`src/rtl/seq_shift_rotate_unit.sv`:
```
// Multi-cycle shift/rotate unit: SHR/SHRA/SHL/ROR/ROL, at most SHIFT_PER_CYCLE bits per clock.
// Define SHIFT_FLAGS_EN to add the registered zero_flag and carry_out outputs.
module seq_shift_rotate_unit #(
  parameter int DATA_WIDTH      = 32,
  parameter int SHIFT_PER_CYCLE = 4,
  parameter int AMT_WIDTH       = $clog2(DATA_WIDTH)
) (
  input  logic                  clock,
  input  logic                  clear,
  input  logic                  start,
  input  logic [4:0]            opcode,
  input  logic [DATA_WIDTH-1:0] a_in,
  input  logic [DATA_WIDTH-1:0] b_in,
  output logic                  busy,
  output logic                  done,
  output logic [DATA_WIDTH-1:0] result,
  output logic                  illegal
`ifdef SHIFT_FLAGS_EN
  ,
  output logic                  zero_flag,
  output logic                  carry_out
`endif
);

  localparam logic [4:0] OP_SHR  = 5'b00101;
  localparam logic [4:0] OP_SHRA = 5'b00110;
  localparam logic [4:0] OP_SHL  = 5'b00111;
  localparam logic [4:0] OP_ROR  = 5'b01000;
  localparam logic [4:0] OP_ROL  = 5'b01001;

  localparam int             CW    = AMT_WIDTH + 1;
  localparam logic [CW-1:0]  SPC_C = CW'(SHIFT_PER_CYCLE);
  localparam logic [CW-1:0]  DW_C  = CW'(DATA_WIDTH);

  typedef enum logic [1:0] {S_IDLE, S_SHIFT, S_DONE} state_t;

  state_t                 r_state, w_next_state;
  logic [4:0]             r_op;
  logic [DATA_WIDTH-1:0]  r_work;
  logic [AMT_WIDTH-1:0]   r_rem;
  logic                   r_illegal;

  logic                   w_accept, w_legal;
  logic [AMT_WIDTH-1:0]   w_amt, w_rem_next, w_lo_idx, w_hi_idx;
  logic [CW-1:0]          w_rem_ext, w_step, w_comp;
  logic [DATA_WIDTH-1:0]  w_rot_r, w_rot_l, w_shifted;
  logic                   w_carry;
  logic                   w_unused;

  assign w_unused  = ^b_in[DATA_WIDTH-1:AMT_WIDTH];
  assign w_amt     = b_in[AMT_WIDTH-1:0];
  assign w_legal   = (opcode == OP_SHR) || (opcode == OP_SHRA) || (opcode == OP_SHL) ||
                     (opcode == OP_ROR) || (opcode == OP_ROL);
  assign w_accept  = start && (r_state != S_SHIFT);

  // Step is min(remaining, SHIFT_PER_CYCLE); it never exceeds DATA_WIDTH-1 since amt < DATA_WIDTH.
  assign w_rem_ext  = {1'b0, r_rem};
  assign w_step     = (w_rem_ext < SPC_C) ? w_rem_ext : SPC_C;
  assign w_comp     = DW_C - w_step;
  assign w_rem_next = r_rem - AMT_WIDTH'(w_step);
  assign w_lo_idx   = AMT_WIDTH'(w_step - 1'b1);
  assign w_hi_idx   = AMT_WIDTH'(w_comp);
  assign w_rot_r    = (r_work >> w_step) | (r_work << w_comp);
  assign w_rot_l    = (r_work << w_step) | (r_work >> w_comp);

  // NOTE: every signal written in an always_comb gets a default first, so no latch is inferred.
  always_comb begin
    w_shifted = r_work;
    w_carry   = 1'b0;
    case (r_op)
      OP_SHR: begin
        w_shifted = r_work >> w_step;
        w_carry   = r_work[w_lo_idx];
      end
      OP_SHRA: begin
        w_shifted = $unsigned($signed(r_work) >>> w_step);
        w_carry   = r_work[w_lo_idx];
      end
      OP_SHL: begin
        w_shifted = r_work << w_step;
        w_carry   = r_work[w_hi_idx];
      end
      OP_ROR: begin
        w_shifted = w_rot_r;
        w_carry   = w_rot_r[DATA_WIDTH-1];
      end
      OP_ROL: begin
        w_shifted = w_rot_l;
        w_carry   = w_rot_l[0];
      end
      default: ;
    endcase
  end

  // NOTE: sequential state uses non-blocking assignments so every register samples pre-edge values.
  always_ff @(posedge clock or negedge clear) begin
    if (!clear) r_state <= S_IDLE;
    else        r_state <= w_next_state;
  end

  always_comb begin
    w_next_state = r_state;
    case (r_state)
      S_IDLE, S_DONE: begin
        if (start)                  w_next_state = (w_legal && (w_amt != '0)) ? S_SHIFT : S_DONE;
        else if (r_state == S_DONE) w_next_state = S_IDLE;
      end
      S_SHIFT: if (w_rem_next == '0) w_next_state = S_DONE;
      default: w_next_state = S_IDLE;
    endcase
  end

  always_comb begin
    busy = (r_state == S_SHIFT);
    done = (r_state == S_DONE);
  end

  always_ff @(posedge clock or negedge clear) begin
    if (!clear) begin
      r_op      <= '0;
      r_work    <= '0;
      r_rem     <= '0;
      r_illegal <= 1'b0;
    end else if (w_accept) begin
      r_op      <= opcode;
      r_work    <= a_in;
      r_rem     <= w_legal ? w_amt : '0;
      r_illegal <= !w_legal;
    end else if (r_state == S_SHIFT) begin
      r_work    <= w_shifted;
      r_rem     <= w_rem_next;
    end
  end

  assign result  = r_work;
  assign illegal = r_illegal;

`ifdef SHIFT_FLAGS_EN
  logic r_zero, r_carry;

  // Carry follows each step so the last step leaves the final shifted-out bit.
  always_ff @(posedge clock or negedge clear) begin
    if (!clear) begin
      r_zero  <= 1'b0;
      r_carry <= 1'b0;
    end else if (w_accept) begin
      r_zero  <= 1'b0;
      r_carry <= 1'b0;
    end else if (r_state == S_SHIFT) begin
      r_carry <= w_carry;
      r_zero  <= (w_rem_next == '0) && (w_shifted == '0);
    end
  end

  assign zero_flag = r_zero;
  assign carry_out = r_carry;
`endif

endmodule
```
`config.mk`:
```
export PLATFORM = sky130hd
export DESIGN_NAME = seq_shift_rotate_unit
export DESIGN_NICKNAME = d
export VERILOG_FILES = /design/src/rtl/seq_shift_rotate_unit.sv
export SDC_FILE = /design/constraint.sdc
export NUM_CORES = 1
export LEC_CHECK = 0
export ABC_AREA = 0
export CORE_AREA = 2 2 117 119
export CTS_CLUSTER_SIZE = 14
export DETAILED_ROUTE_END_ITERATION = 12
export DIE_AREA = 0 0 119 121
export GPL_TIMING_DRIVEN = 1
export PLACE_DENSITY = 0.75
export SYNTH_ARGS = -nofsm -noshare
export SYNTH_HDL_FRONTEND = slang
export SYNTH_SLANG_ARGS = --single-unit
```
`constraint.sdc`:
```
create_clock -name clock -period 6.9 [get_ports clock]
set_clock_uncertainty 0.15 [all_clocks]
set_input_delay 1.38 -clock clock [delete_from_list [all_inputs] [get_ports clock]]
set_output_delay 1.38 -clock clock [all_outputs]
set_load 0.05 [all_outputs]
```
==> results.txt <==
Status - finished clean
Top FF cell, synth - dfrtp_1
Final setup viols - 0
Simple-gate area share of the yosys netlist - 23.3%
Netlist cell types - 79
Critical Path Start Type - flip-flop
CP Capture Type - flip-flop
Max Clock Freq - 211 MHz
Max VDD drop - 128 uV
DP HPWL - 18,500 um
Most used cell, CP - nor4b_4
Largest net degree at the start of global routing - 49
Ordered list of cells on the worst path - nor4b_4, inv_6, ha_1, nor4b_4, o21ai_0, nor4_1, a211o_1, nor3_1, a22oi_1
Cts bufs inserted - 5
Global route overflow - 0
Post-CTS Hold Buffers - 0
Post-CTS Setup Bufs - 0
Layout cells sized above 1 - 9.46%
XOR/XNOR Fraction of Synth Area - 0.562%
Vias - 7,412
WL final - 27,500 um
Synthesized area - 6460 sq um
Share of the synthesized area in the top cell type - 17.4%
Compound-Gate Fraction of Synth Area - 28.5%
CP max stage delay - 990 ps
Number of global-route vias before repair - 6,915
Die span in x - 119 um
Hold slack - 360 ps
Nets - 940
Hold_sp - illegal
First-pass detailed-route iteration total - 6
Crit path max fanout - 46
Core area - 13,100 sq um
Combinational family with the most area after synthesis - compound AO/OA/AOI/OAI gates
Worst Max-Slew Pin Slew - 1100 ps
Final hold violations - 0
Fin crit share - 68.6%
PwrDens - 267 nW/um^2
# IOs - 107
Area Overhead vs Synth - 12.9%
FF-to-FF setup slack - 2170 ps
Per-cell routed wire length - 26.4 um
Post-DP Area - 7150 sq um
Max Slew Vio Count - 0
Syn Nets - 936
GRT Total Usage - 38.5%
FILL cells - 1,278
Starting Density - 49.3%
Hold depth - 2
WP data required - 6980 ps
RSZ-0062 raised after global routing - false
Post-synthesis mux area share - 21.9%
Max-slew headroom - 26.4%
Clk buf depth - 2
DR DRC count - 0
Commonest cells post-synth - 132 x nand2_1, 81 x mux2i_1, 67 x nor2_1
Die ar. - 14,400 sq um
Minimum clock period after layout - 4730 ps
Hold WC Path Type - reg2reg
Number of synthesized flops with an enable pin - 0
Crit path DAT - 4810 ps
Die H - 121 um
ANT cells - 0
Synthesized-area fraction occupied by adder cells - 0.388%
CTS tree - built
Setup slack after layout - 2170 ps
Worst hold path endpoint - illegal
Crit Reg-Reg Startpoint - r_rem[3]
Finished Cell Area - 7290 sq um
Ys Warns - 0
Register-to-Register Path Depth - 9
DR iter-0 viols - 1,360
Post-route ant nets - 0
First-pass GRT wire length - 42,900 um
Clock sink count - 45
Register bit total from synthesis - 45
Average cell area after synthesis - 7.49 sq um
CTS clk-pin slew, worst paths - 70 ps
Yosys top cell by area - dfrtp_1
FF-to-FF End - result[13]
LEAKAGE - 2.81 nW
Max Cap Viol - 0
Setup total negative slack - 0 ps
Crit path launch - r_rem[3]
Via/cell ratio - 7.11
# rows - 42
FFs w/ async S/R, synth - 100%
Register area share after synthesis - 17.4%
Area contributors post-synth - dfrtp_1 17%, mux2i_1 13%, nand2_1 7.7%, mux4_2 5.2%, a21oi_1 5.0%
RePlAce Congestion - 1.03
Pre-CTS setup slack - 2420 ps
H-tree lvl count - 2
Root Driver - clkbuf_16
I/O Buffers - 79
Cells after Synth - 862
Slowest cell on the critical path - ha_1
Post-CTS resize count - 0
Clock network latency to the later pin of the worst-skew pair - 310 ps
WS Path Type - reg2reg
Antenna violations before repair - 0
Top-count cell post-synth - nand2_1
[placed cells by master, fill, tap and decap left out, drive strengths merged, types with 13 or more instances in the layout]
master,instances
mux2i,83
mux4,15
a211oi,21
nor2,68
buf,16
a22oi,15
a21oi,66
o21ai,48
nor3,21
mux2,21
clkdlybuf4s50,78
inv,13
dfrtp,45
nand2,133
a31oi,14
nand3,21
[cell families (layout without fill, tap and decap cells)]
group / count (synthesis) / in the layout
AO/OA/AOI/OAI: 271 / 271
AND/OR/NAND/NOR: 312 / 312
other: 1 / 1
adder cells (fa/ha/maj): 2 / 2
XOR/XNOR: 2 / 2
multiplexers: 119 / 119
buffers and inverters: 110 / 115
flip-flops: 45 / 45
[metrics by stage]
| stage | power [W] | util [%] | instances |
|---|---|---|---|
| floorplan | 0.00126 | - | 862 |
| global placement | 0.00165 | 54.6 | 1035 |
| detailed placement | 0.00164 | 54.6 | 1035 |
| CTS | 0.00190 | 55.7 | 1043 |
| global route | 0.00203 | 55.7 | 1043 |
| finish | 0.00195 | 55.7 | 1043 |
[state kept, by name, summed over array words and instances, names as in the netlist]
register  cells
illegal       1
r_rem         5
result       32
r_op          5
r_state       2
[worst max path at each step]
stage                            end  slack [ps]  cells after the start
after floorplan           result[15]        3620                     14
after global placement    result[13]        2360                      9
after detailed placement  result[22]        2420                      9
after CTS                 result[13]        2350                      9
after global routing      result[13]        2010                      9
final                     result[13]        2170                      9
[power by group]
group / switching [W] / internal (W) / leakage (nW) / total (W)
sequential: 0.000153 / 0.000302 / 0.531 / 0.000455
combinational: 0.000796 / 0.000443 / 2.21 / 0.00124
clock: 0.000119 / 0.000134 / 0.0706 / 0.000252
total: 0.00107 / 0.000879 / 2.81 / 0.00195
[routing by layer]
layer  track usage, %  vias to the layer above  share of wire [%]
met4             15.3                        0                4.7
met3             7.05                      106                 11
li1                 -                     3243                  -
met5                0                        -                  0
met2             57.5                      562                 42
met1             54.7                     3501                 42
[critical path: cells and delay by family, from the launching register on]
family	cells	cell delay (ps)
simple gates	4	1550
buf+inv	1	410
flops	1	770
fa+ha+maj	1	990
compound gates	3	750
[layout make-up]
class                   instances  area [sq um]  area share [%]
clock inverters                 2          10.0           0.137
multi-input cells             707          4850            66.6
clock buffers                   6           129            1.77
repair buffers                 94           898            12.3
flip-flops and latches         45          1130            15.5
well taps                     176           220            3.02
inverters                      13          53.8           0.738
Power figures use the tool's default switching activity.
